[config.mk]
export PLATFORM = sky130hd
export DESIGN_NAME = sv39_ptw
export DESIGN_NICKNAME = d
export VERILOG_FILES = /design/src/rtl/sv39_ptw_pkg.sv /design/src/rtl/sv39_ptw_pte_check.sv /design/src/rtl/sv39_ptw.sv
export SDC_FILE = /design/constraint.sdc
export NUM_CORES = 1
export LEC_CHECK = 0
export ABC_AREA = 1
export CAP_MARGIN = 20
export CORE_AREA = 2 2 158 160
export CTS_CLUSTER_DIAMETER = 50
export CTS_CLUSTER_SIZE = 10
export DETAILED_ROUTE_END_ITERATION = 7
export DIE_AREA = 0 0 160 162
export PLACE_DENSITY = 0.76
export SLEW_MARGIN = 30
export SYNTH_ARGS = -nofsm -noshare
export SYNTH_HDL_FRONTEND = slang
export SYNTH_SLANG_ARGS = --single-unit
[constraint.sdc]
create_clock -name clk -period 3.81 [get_ports clk]
set_input_delay 1.143 -clock clk [delete_from_list [all_inputs] [get_ports clk]]
set_output_delay 1.143 -clock clk [all_outputs]
set_load 0.02 [all_outputs]
[src/rtl/sv39_ptw_pkg.sv]
// Shared types and constants for the Sv39 page-table walker and its CBus port.
package sv39_ptw_pkg;

  localparam int LEVELS = 3;
  localparam int PAGE_SHIFT = 12;
  localparam logic [3:0] SATP_MODE_SV39 = 4'd8;

  localparam logic [2:0] MSIZE8 = 3'd3;
  localparam logic [7:0] MLEN1 = 8'd0;
  localparam logic [1:0] AXI_BURST_FIXED = 2'd0;

  typedef enum logic [1:0] {
    ACC_FETCH = 2'd0,
    ACC_LOAD  = 2'd1,
    ACC_STORE = 2'd2
  } ptw_acc_t;

  typedef enum logic [1:0] {
    ST_IDLE  = 2'd0,
    ST_ISSUE = 2'd1,
    ST_WAIT  = 2'd2,
    ST_DONE  = 2'd3
  } ptw_state_t;

  typedef struct packed {
    logic [3:0]  mode;
    logic [15:0] asid;
    logic [43:0] ppn;
  } satp_t;

  typedef struct packed {
    logic [9:0]  reserved;
    logic [43:0] ppn;
    logic [1:0]  rsw;
    logic        d;
    logic        a;
    logic        g;
    logic        u;
    logic        x;
    logic        w;
    logic        r;
    logic        v;
  } pte_t;

  typedef struct packed {
    logic        valid;
    logic        is_write;
    logic [63:0] addr;
    logic [63:0] wdata;
    logic [2:0]  size;
    logic [7:0]  len;
    logic [1:0]  burst;
  } cbus_req_t;

  typedef struct packed {
    logic        ready;
    logic        last;
    logic [63:0] rdata;
  } cbus_resp_t;

  // Byte address of the 8-byte PTE selected by vpn inside the table at base.
  function automatic logic [63:0] pte_addr(input logic [43:0] base, input logic [8:0] vpn);
    return {8'd0, base, 12'd0} + {52'd0, vpn, 3'd0};
  endfunction

endpackage

[src/rtl/sv39_ptw_pte_check.sv]
// Combinational decode of one PTE: validity, leaf/pointer, alignment, permissions.
// PTW_AD_CHECK_EN adds accessed/dirty-bit faults on leaves.
module pte_check
  import sv39_ptw_pkg::*;
(
  input  pte_t        pte,
  input  logic [1:0]  level,
  input  ptw_acc_t    acc,
  input  logic [1:0]  mode,
  input  logic [63:0] vaddr,
  output logic        fault,
  output logic        descend,
  output logic [63:0] paddr
);

  logic        invalid_s;
  logic        leaf_s;
  logic        misalign_s;
  logic        perm_s;
  logic        ad_s;
  logic [43:0] ppn_s;
  logic        unused_s;

  assign unused_s = ^{vaddr[63:30], pte.rsw, pte.g, pte.a, pte.d};

  // Classify the PTE and build the final physical address.
  always_comb begin
    invalid_s  = !pte.v || (!pte.r && pte.w) || (pte.reserved != 10'd0);
    leaf_s     = pte.r || pte.x;
    misalign_s = 1'b0;
    ppn_s      = pte.ppn;
    // Superpages take the untranslated VPN bits below their level.
    case (level)
      2'd2: begin
        misalign_s = (pte.ppn[17:0] != 18'd0);
        ppn_s      = {pte.ppn[43:18], vaddr[29:12]};
      end
      2'd1: begin
        misalign_s = (pte.ppn[8:0] != 9'd0);
        ppn_s      = {pte.ppn[43:9], vaddr[20:12]};
      end
      default: begin
        misalign_s = 1'b0;
        ppn_s      = pte.ppn;
      end
    endcase
    case (acc)
      ACC_FETCH: perm_s = !pte.x;
      ACC_LOAD:  perm_s = !pte.r;
      ACC_STORE: perm_s = !(pte.r && pte.w);
      default:   perm_s = 1'b1;
    endcase
    if (mode == 2'd0) begin
      perm_s = perm_s || !pte.u;
    end else if (mode == 2'd1) begin
      perm_s = perm_s || pte.u;
    end else begin
      perm_s = perm_s;
    end
`ifdef PTW_AD_CHECK_EN
    ad_s = !pte.a || ((acc == ACC_STORE) && !pte.d);
`else
    ad_s = 1'b0;
`endif
    descend = !invalid_s && !leaf_s && (level != 2'd0);
    fault   = invalid_s || (!leaf_s && (level == 2'd0)) ||
              (leaf_s && (misalign_s || perm_s || ad_s));
    paddr   = {8'd0, ppn_s, vaddr[11:0]};
  end

endmodule

[src/rtl/sv39_ptw.sv]
// Sv39 hardware page-table walker: one translation at a time, PTE reads over CBus.
// Optional PTW_AD_CHECK_EN enables A/D-bit faults in pte_check.
module sv39_ptw
  import sv39_ptw_pkg::*;
(
  input  logic        clk,
  input  logic        reset,
  input  satp_t       satp,
  input  logic [1:0]  mode,
  input  logic        flush,
  input  logic        req_valid,
  output logic        req_ready,
  input  logic [63:0] req_vaddr,
  input  logic [1:0]  req_acc,
  output logic        resp_valid,
  output logic [63:0] resp_paddr,
  output logic        resp_fault,
  output cbus_req_t   creq,
  input  cbus_resp_t  cresp
);

  ptw_state_t  state_r, state_s;
  logic [1:0]  level_r;
  logic [63:0] vaddr_r;
  ptw_acc_t    acc_r;
  logic [1:0]  mode_r;
  logic [43:0] base_ppn_r;
  logic        bypass_r;
  logic        flush_pend_r;
  logic [63:0] paddr_r;
  logic        fault_r;

  logic        accept_s, beat_s, descend_s, finish_s;
  logic        chk_fault_s, chk_descend_s;
  logic [63:0] chk_paddr_s;
  logic [8:0]  vpn_s;
  pte_t        pte_s;
  logic        unused_s;

  assign pte_s    = pte_t'(cresp.rdata);
  assign beat_s   = cresp.ready && cresp.last;
  assign accept_s = req_valid && (state_r == ST_IDLE) && !flush;
  assign unused_s = ^{satp.asid, vaddr_r[63:39]};

  pte_check u_pte_check (
    .pte     (pte_s),
    .level   (level_r),
    .acc     (acc_r),
    .mode    (mode_r),
    .vaddr   (vaddr_r),
    .fault   (chk_fault_s),
    .descend (chk_descend_s),
    .paddr   (chk_paddr_s)
  );

  // State register.
  always_ff @(posedge clk) begin
    if (reset) state_r <= ST_IDLE;
    else       state_r <= state_s;
  end

  // Next-state logic; a flush seen in WAIT still waits out the open beat.
  always_comb begin
    state_s = state_r;
    case (state_r)
      ST_IDLE: begin
        if (accept_s) state_s = ST_ISSUE;
        else          state_s = ST_IDLE;
      end
      ST_ISSUE: begin
        if (flush)         state_s = ST_IDLE;
        else if (bypass_r) state_s = ST_DONE;
        else if (beat_s)   state_s = chk_descend_s ? ST_ISSUE : ST_DONE;
        else               state_s = ST_WAIT;
      end
      ST_WAIT: begin
        if (!beat_s)                    state_s = ST_WAIT;
        else if (flush_pend_r || flush) state_s = ST_IDLE;
        else if (chk_descend_s)         state_s = ST_ISSUE;
        else                            state_s = ST_DONE;
      end
      ST_DONE: state_s = ST_IDLE;
      default: state_s = ST_IDLE;
    endcase
  end

  assign descend_s = (state_s == ST_ISSUE) && (state_r != ST_IDLE);
  assign finish_s  = (state_s == ST_DONE) && (state_r != ST_DONE);

  // Request capture, per-level base tracking and result capture.
  always_ff @(posedge clk) begin
    if (reset) begin
      vaddr_r      <= 64'd0;
      acc_r        <= ACC_FETCH;
      mode_r       <= 2'd0;
      base_ppn_r   <= 44'd0;
      level_r      <= 2'd2;
      bypass_r     <= 1'b0;
      flush_pend_r <= 1'b0;
      paddr_r      <= 64'd0;
      fault_r      <= 1'b0;
    end else begin
      if (accept_s) begin
        vaddr_r      <= req_vaddr;
        acc_r        <= ptw_acc_t'(req_acc);
        mode_r       <= mode;
        base_ppn_r   <= satp.ppn;
        level_r      <= 2'd2;
        bypass_r     <= (mode == 2'd3) || (satp.mode != SATP_MODE_SV39);
        flush_pend_r <= 1'b0;
      end else if ((state_r == ST_WAIT) && flush) begin
        flush_pend_r <= 1'b1;
      end
      if (descend_s) begin
        base_ppn_r <= pte_s.ppn;
        level_r    <= level_r - 2'd1;
      end
      if (finish_s) begin
        paddr_r <= bypass_r ? vaddr_r : (chk_fault_s ? 64'd0 : chk_paddr_s);
        fault_r <= !bypass_r && chk_fault_s;
      end
    end
  end

  // Output decode from registered state only.
  always_comb begin
    case (level_r)
      2'd2:    vpn_s = vaddr_r[38:30];
      2'd1:    vpn_s = vaddr_r[29:21];
      default: vpn_s = vaddr_r[20:12];
    endcase
    req_ready   = (state_r == ST_IDLE);
    resp_valid  = (state_r == ST_DONE);
    resp_paddr  = paddr_r;
    resp_fault  = fault_r;
    creq        = '0;
    creq.valid  = ((state_r == ST_ISSUE) && !bypass_r) || (state_r == ST_WAIT);
    creq.addr   = pte_addr(base_ppn_r, vpn_s);
    creq.size   = MSIZE8;
    creq.len    = MLEN1;
    creq.burst  = AXI_BURST_FIXED;
  end

endmodule

## Yosys cells after proc, flatten, opt, wreduce, memory -nomap -nowiden

Index checks and enable logic that the tools add are counted.

| cells by class | value |
|---|---|
| add/subtract/negate cells | 2 |
| reduce and logical (&&, ||, !) cells | 45 |
| muxes and demuxes | 20 |
| equal/unequal tests | 13 |

Operators with widths:

| cell | count |
|---|---|
| $mux 44 | 2 |
| $mux 64 | 1 |
| $add 56x12->57 | 1 |
| $mux 56 | 1 |
| $pmux 18 s2 | 1 |
| $pmux 9 s2 | 1 |
| $reduce_bool 18->1 | 1 |
| $mux 2 | 8 |
| $logic_and 1x1->1 | 14 |
| $eq 2x2->1 const B | 6 |
| $logic_or 1x1->1 | 11 |
| $eq 2x1->1 const B | 5 |
| $reduce_bool 10->1 | 1 |
| $logic_not 1->1 | 9 |
| $reduce_bool 9->1 | 1 |
| $logic_not 2->1 | 4 |
| $pmux 2 s4 | 1 |
| $reduce_bool 2->1 | 3 |
| $ne 4x4->1 const B | 1 |
| $mux 1 | 3 |
| $pmux 1 s3 | 1 |
| $ne 2x2->1 const B | 1 |
| $pmux 1 s2 | 1 |
| $reduce_or 2->1 | 1 |
| $sub 2x1->2 const B | 1 |

| word-level totals | value |
|---|---|
| flip-flop bits (word level) | 183 |
| output and inout bits | 210 |
| word-level logic and storage cells | 90 |
| input bits | 202 |

## Depth between registers and ports, before layout

| depth | value |
|---|---|
| word-level depth | 15 |
| depth in mapped cells | 14 |
| gate-level depth less buffers | 13 |

## Cells and area by module

A second synthesis with hierarchy kept.

| unflattened totals | value |
|---|---|
| cell total of the unflattened synthesis | 1471 |
| area total of the unflattened synthesis | 9858.2 sq um |

Modules (own cells, without submodules):

| module | area each (sq um) | cells each | instances | seq. area each (sq um) |
|---|---|---|---|---|
| sv39_ptw | 8978.6 | 1311 | 1 | 3663.5 |
| pte_check | 879.6 | 160 | 1 | 0.0 |

## Worst setup path after synthesis

No wires, ideal clock.

| path | value |
|---|---|
| kind | register to output |
| from | register level_r[0] |
| to | output creq[80] in the netlist's numbering |
| arrival | 1649 ps |
| cell stages (with the launch flop) | 7 |
| data required time | 2667 ps |
| buffers on the path | 2 |
| path slack | 1018 ps |
| cells stage by stage | dfxtp_1 -> inv_1 -> ha_1 -> clkbuf_1 -> buf_1 -> nand3_1 -> o211ai_1 |

RTL lines:

| element | RTL line | source |
|---|---|---|
| start, declared | sv39_ptw.sv:23 | `logic [1:0] level_r;` |
| start signal, assigned | sv39_ptw.sv:116 | `level_r <= level_r - 2'd1;` |
| end, declared | sv39_ptw.sv:18 | `output cbus_req_t creq,` |

==> results by group <==
Drt
  • Drc violations: 0
  • Antenna violation net count after detailed routing: 0
  • Post-DR vias/cell: 4.758
  • Wirelength per Cell: about 15 µm
  • Number of design-rule violations left by the first detailed-router iteration: about 630
  • Via count: 9,673
  • Total wire length after detailed routing: 31,170 µm
  • Pre-antenna DRT Iters: 5

Setup path
  • Critical Path Most Common Cell: sky130_fd_sc_hd__nand2_1
  • Nature of the critical path startpoint: register
  • Slowest-stage cell, CP: sky130_fd_sc_hd__clkdlybuf4s50_1
  • Combined buffer and inverter count along the critical path: 4
  • Reg-to-reg endpoint: resp_paddr[43]
  • Reg-to-reg slack, setup: 1.29 ns
  • Critical path, cell by cell: inv_1 -> ha_1 -> buf_4 -> nand2_1 -> inv_2 -> nand2_1 -> o211ai_1 -> clkdlybuf4s50_1
  • Signal arrival time at the worst endpoint: ~2.5 ns
  • Start of the worst register-to-register path: level_r[0]
  • Critical path's largest stage delay: approximately 0.65 ns
  • Crit Path Class: register to output pin
  • Cell family with most CP delay: buffers and inverters
  • Max Fanout on Critical Path: 23
  • Register-to-Register Path Depth: 15
  • Worst path required time: 2.67 ns
  • Worst Setup End Kind: output pin

Clock network
  • H-tree depth: 4
  • Buffers from clock root to sink, at most: 2
  • Clock transition at the registers of the reported paths: 0.07 ns
  • CTS tree: yes
  • Hold-fix buffers at CTS: 0
  • Number of buffers created by CTS: 17
  • Library cell used as clock root buffer: sky130_fd_sc_hd__clkbuf_16
  • Source-to-sink clock delay at the later pin of the worst-skew pair: 0.44 ns
  • Number of clock sinks seen by CTS: 183

Power
  • Largest voltage drop on the vdd net: 237.2 µV
  • Total power: 5.219 mW
  • Total power density per cell area: 400.6 nW/µm²
  • Leakage power: ~5.8 nW

Floorplanning
  • Placeable core area: 24,110 µm²
  • Total Die Area: 25,920 µm²
  • Y dimension of the die: 162 µm
  • Initial core utilization: 0.3955
  • I/O pin count: 412
  • Placement Rows: 57
  • X dimension of the die: 160 µm

Timing
  • Least-Margin Pin Slew: 0.8123 ns
  • Slack of the critical path: 0.1542 ns
  • Final period demand of the worst path: 3.656 ns
  • Final period utilization: 0.9595
  • Final number of setup-violating endpoints: 0
  • Post-route clock skew: 0.01452 ns
  • Tightest hold margin: roughly 0.45 ns
  • Sum of negative setup slack: 0 ns
  • RSZ-0062 raised after global routing: false
  • Final Hold Viols: 0
  • Max Slew Vio Count: 0
  • Slew margin rel.: 0.4584
  • Highest achievable clock rate: 0.2735 GHz

Synthesis
  • Simple-gate share of the synthesized area: 0.2902
  • Post-Syn Instances: between 1,000 and 1,500
  • Number of warnings reported in the yosys synthesis log: 0
  • Combinational family with the most area after synthesis: simple AND/OR/NAND/NOR gates
  • Mux cell area share after synthesis: 0
  • Area share of xor/xnor cells in the synthesized design: 0
  • Post-synthesis cell area: 9534 µm²
  • Synthesis-stage register bit count: 183
  • Synthesized area divided by synthesized cell count: between 6 and 7 µm²
  • Synthesized-area fraction occupied by ao, oa, aoi and oai cells: 0.1417
  • Part of the Yosys area used for sequential elements: 0.3843
  • Arithmetic-cell share of the synthesized area counting full adders, half adders and majority gates: 0.003937
  • Post-synth cell types: 36

Min path
  • Capture endpoint of the worst hold path: vaddr_r[1]
  • Hold Path Class: register to register
  • Hold path start: vaddr_r[1]
  • Worst hold stages: 2

Status
  • Run status: finished clean

GRT
  • Total congestion overflow after global routing: 0
  • GRT Overall Usage: 0.2327
  • First-pass GRT wire length: 47,930 µm
  • Number of antenna violations at the first check in global routing: 0
  • Largest net degree at the start of global routing: 92
  • Vias in the first global route: ~8,900

Layout
  • Fraction of final layout cells with drive strength greater than 1: 0.04330
  • Total inserted antenna cells: 0
  • Most frequent cells in the layout: sky130_fd_sc_hd__nand2_1 (300), sky130_fd_sc_hd__clkdlybuf4s50_1 (298), sky130_fd_sc_hd__nor2_1 (261)
  • Net count of the finished layout: 1,902
  • Most common library cell in the layout ignoring fill and taps: sky130_fd_sc_hd__nand2_1
  • Layout overhead on the synthesized area: 36.64%

Placement
  • Final GP Congestion: 0.9375
  • Buffers on Ports: 301
  • Setup WS pre-CTS: 0.5609 ns
  • DP Wirelength: 22,490 µm

Job
  • Max capacitance violation total: 0
per-layer routing:
| metal | global-route usage | vias up | wire, µm |
|---|---|---|---|
| met2 | 0.3890 | 403 | 14660 |
| met3 | 0.04877 | 55 | 2380 |
| met4 | 0.08436 | 0 | 940 |
| met5 | 0 | - | 0 |
| met1 | 0.2980 | 4389 | 13200 |
| li1 | - | 4826 | - |
cell usage after synthesis (all sizes together):
library cell  count  area share
nand4             2      0.0013
nor2            266        0.11
o22ai             7      0.0046
nand3b            2      0.0020
nor3              2      0.0010
ha                3      0.0039
and2              1     0.00066
nand2           305        0.12
a22oi             7      0.0055
dfxtp           183        0.38
a21oi            91       0.048
o21ai            75       0.039
a32oi             2      0.0018
clkbuf           53       0.021
conb              2     0.00079
o211ai            9      0.0071
nand3           103       0.055
inv             163       0.064
buf             126       0.094
nor4              1     0.00066
a41oi             1     0.00092
a21boi           44       0.035
or2               2      0.0013
per-stage QoR:
stage | utilization | cell area (µm²) | instances
after global routing | 0.5404 | 13030 | 2033
after floorplan | - | 9861 | 1537
final | 0.5404 | 13030 | 2033
after global placement | 0.5151 | 12420 | 2002
after detailed placement | 0.5151 | 12420 | 2002
after CTS | 0.5402 | 13020 | 2033
kinds of logic after synthesis:
| group | Yosys count |
|---|---|
| compound gates | 236 |
| buf+inv | 342 |
| flops | 183 |
| other cells | 2 |
| fa+ha+maj | 3 |
| simple gates | 684 |
worst max path at each step:
stage                                end  startpoint  slack (ns)  cells after the start
after detailed placement   resp_paddr[6]   cresp[65]        0.56                     11
after floorplan                 creq[80]  level_r[0]        1.02                      6
after CTS                       creq[85]  level_r[0]        0.11                      8
after global routing            creq[86]  level_r[0]       0.003                      8
after global placement    resp_paddr[32]   cresp[65]        0.58                     12
final                           creq[84]  level_r[0]        0.15                      8
power by group:
group / internal [mW] / total [mW] / switching [mW]
sequential: 2.05 / 2.12 / 0.0757
clock: 1.06 / 1.87 / 0.808
combinational: 0.499 / 1.23 / 0.727
layout make-up:
type / instances / area [µm²]
clock buffer: 19 / 442.9
clock inverter: 12 / 163.9
fill: 2388 / 11080
inverter: 163 / 615.6
multi-input combinational: 1012 / 4514
sequential: 183 / 3665
tap: 324 / 405.4
timing repair buffer: 320 / 3221
sequential cells by signal, indices dropped and copies added (netlist names):
signal,count
resp_fault,1
base_ppn_r,44
bypass_r,1
flush_pend_r,1
resp_paddr,64
vaddr_r,64
acc_r,2
level_r,2
mode_r,2
state_r,2
worst min-delay path: cells and delay by family (launching register included):
kind / cells / cell delay, ns
AOI/OAI and AO/OA: 1 / 0.05
buffers and inverters: 1 / 0.06
DFF: 1 / 0.30
timing repair:
action	4_1_cts	5_1_grt
gates resized for setup	0	2
buffers inserted	0	0
setup endpoints to repair	0	2
No activity file was read; power rests on OpenSTA's default activity.
==> edit (config.mk and constraints unchanged) <==
Add a define of `PTW_AD_CHECK_EN`.
--- a/src/rtl/sv39_ptw_pte_check.sv
+++ b/src/rtl/sv39_ptw_pte_check.sv
@@ -1,5 +1,7 @@
 // Combinational decode of one PTE: validity, leaf/pointer, alignment, permissions.
 // PTW_AD_CHECK_EN adds accessed/dirty-bit faults on leaves.
+`define PTW_AD_CHECK_EN
+
 module pte_check
   import sv39_ptw_pkg::*;
 (
Formal check against the unedited RTL: not equivalent (Yosys sat finds a counterexample within 4 cycles, from zero or initial values and one cycle with reset high).
==> edit against the unedited design <==
- sequential cell count is the same
- power shrank 0.57%
- count of clock-buffer cells in the layout fell by 2
- critical endpoint is now creq[85]
- global-route usage grew 0.49 points
- non-clock buffer count up 5
- wire length rose by 1.4%
- final area barely moved
- first-iteration DRC count increased by 27%
- fmax hardly changed
- synthesized area is 0.64% lower
- setup slack improved by 0.0014 ns
- largest power group unchanged
==> edit: results (changes against the unedited design) <==
DRT_PRE_ANTENNA_ITERS=6  # +1
NUM-NETS-FINAL=1888  # -0.74%
SEQ_AREA_FRAC_SYNTH_PCT=38.7  # +0.25 points
TIMING.CRITICAL_PATH.FANOUT_MAX=37  # +61%
FF2FF_SETUP_SLACK_NS=1.20  # -0.09 ns
DPL_WORST_SLACK_NS=0.417  # -0.144 ns
PLACE.DETAILED.HPWL_UM=22500  # about the same
FRACTION_OF_LAYOUT_CELLS_WITH_A_SIZE_SUFFIX_ABOVE_1_PCT=4.48  # +0.15 points
HOLDCRITSTARTPOINT='vaddr_r[2]'
DPL.CELL_COUNT=1988  # -0.70%
DRTITER0DRC=805  # +27%
ANTENNA_FOUND_INITIAL=4  # +4
HOLDPATHEND='vaddr_r[2]'
STATUS='finished, final reports clean'
SYNTH.LIB_CELLS_USED.DISTINCT=34  # -5.6%
CRIT_END='creq[85]'
ROUTED-VIA-COUNT=9778  # +1.1%
END_OF_THE_WORST_REGISTER_TO_REGISTER_PATH='resp_paddr[8]'
TIMING.CLOCK.SKEW_NS=0.0174  # +0.00291 ns
ROUTED_VIA_DENSITY=4.83  # +1.6%
COMBINED_GLOBAL_ROUTE_UTILIZATION_OF_ALL_METAL_LAYERS_PCT=23.8  # +0.49 points
WIRE_LENGTH_OF_THE_FIRST_GLOBAL_ROUTING_PASS_UM=48700  # +1.7%
SYNTH.TOP_CELLS.BY_COUNT='sky130_fd_sc_hd__nand2_1, sky130_fd_sc_hd__nor2_1, sky130_fd_sc_hd__dfxtp_1'
PORT-BUFFER-COUNT=303  # +0.66%
SWITCHING_SHARE_PCT=32.7  # +1.8 points
SYNTHTOPCELLSBYAREA='sky130_fd_sc_hd__dfxtp_1, sky130_fd_sc_hd__nand2_1, sky130_fd_sc_hd__nor2_1'
LARGEST_NET_DEGREE_AT_THE_START_OF_GLOBAL_ROUTING=69  # -25%
DPL_CELL_AREA_SQ_MM=0.0124  # about the same
## edit: routing by layer
metal,global-route usage (%),up-vias,part of all wire [%]
li1,-,4824,-
met1,27.8,4429,40
met2,40.9,442,47
met3,6.69,81,8.1
met4,10.3,2,4.0
met5,0,-,0.044
## edit: worst max-delay path: stages (launching register included)
cell	delay (ns)
sky130_fd_sc_hd__dfxtp_1	0.36
sky130_fd_sc_hd__inv_1	0.09
sky130_fd_sc_hd__ha_1	0.31
sky130_fd_sc_hd__buf_4	0.34
sky130_fd_sc_hd__nand3_1	0.13
sky130_fd_sc_hd__o211ai_1	0.18
sky130_fd_sc_hd__clkdlybuf4s50_1	0.66
## edit: cells by family after synthesis
family / count (synthesis) / synth area share [%]
fa+ha+maj: 3 / 0.396
buf+inv: 325 / 17.2
flops: 183 / 38.7
compound gates: 238 / 14.6
other cells: 2 / 0.0793
simple gates: 683 / 29.1
## edit: final cells by class
type,count,area (sq um)
Inverter,143,542
Clock inverter,15,180
Timing Repair Buffer,325,3280
Sequential cell,183,3660
Multi-Input combinational cell,1013,4530
Antenna cell,3,7.51
Clock buffer,17,425
Tap cell,324,405
Fill cell,2403,11100
## edit: timing repair
item / CTS / global route
gates resized for setup: 0 / 1
hold buffers: 0 / 0
setup endpoints to repair: 0 / 4
## edit: through the flow
step           util [%]  hold WS [ns]  total power [mW]
5_1_grt            54.1         0.480              5.43
6_report           54.1         0.456              5.19
3_3_place_gp       51.5         0.443              3.37
3_5_place_dp       51.5         0.446              3.39
4_1_cts            54.1         0.457              5.22
2_1_floorplan         -         0.430              2.91
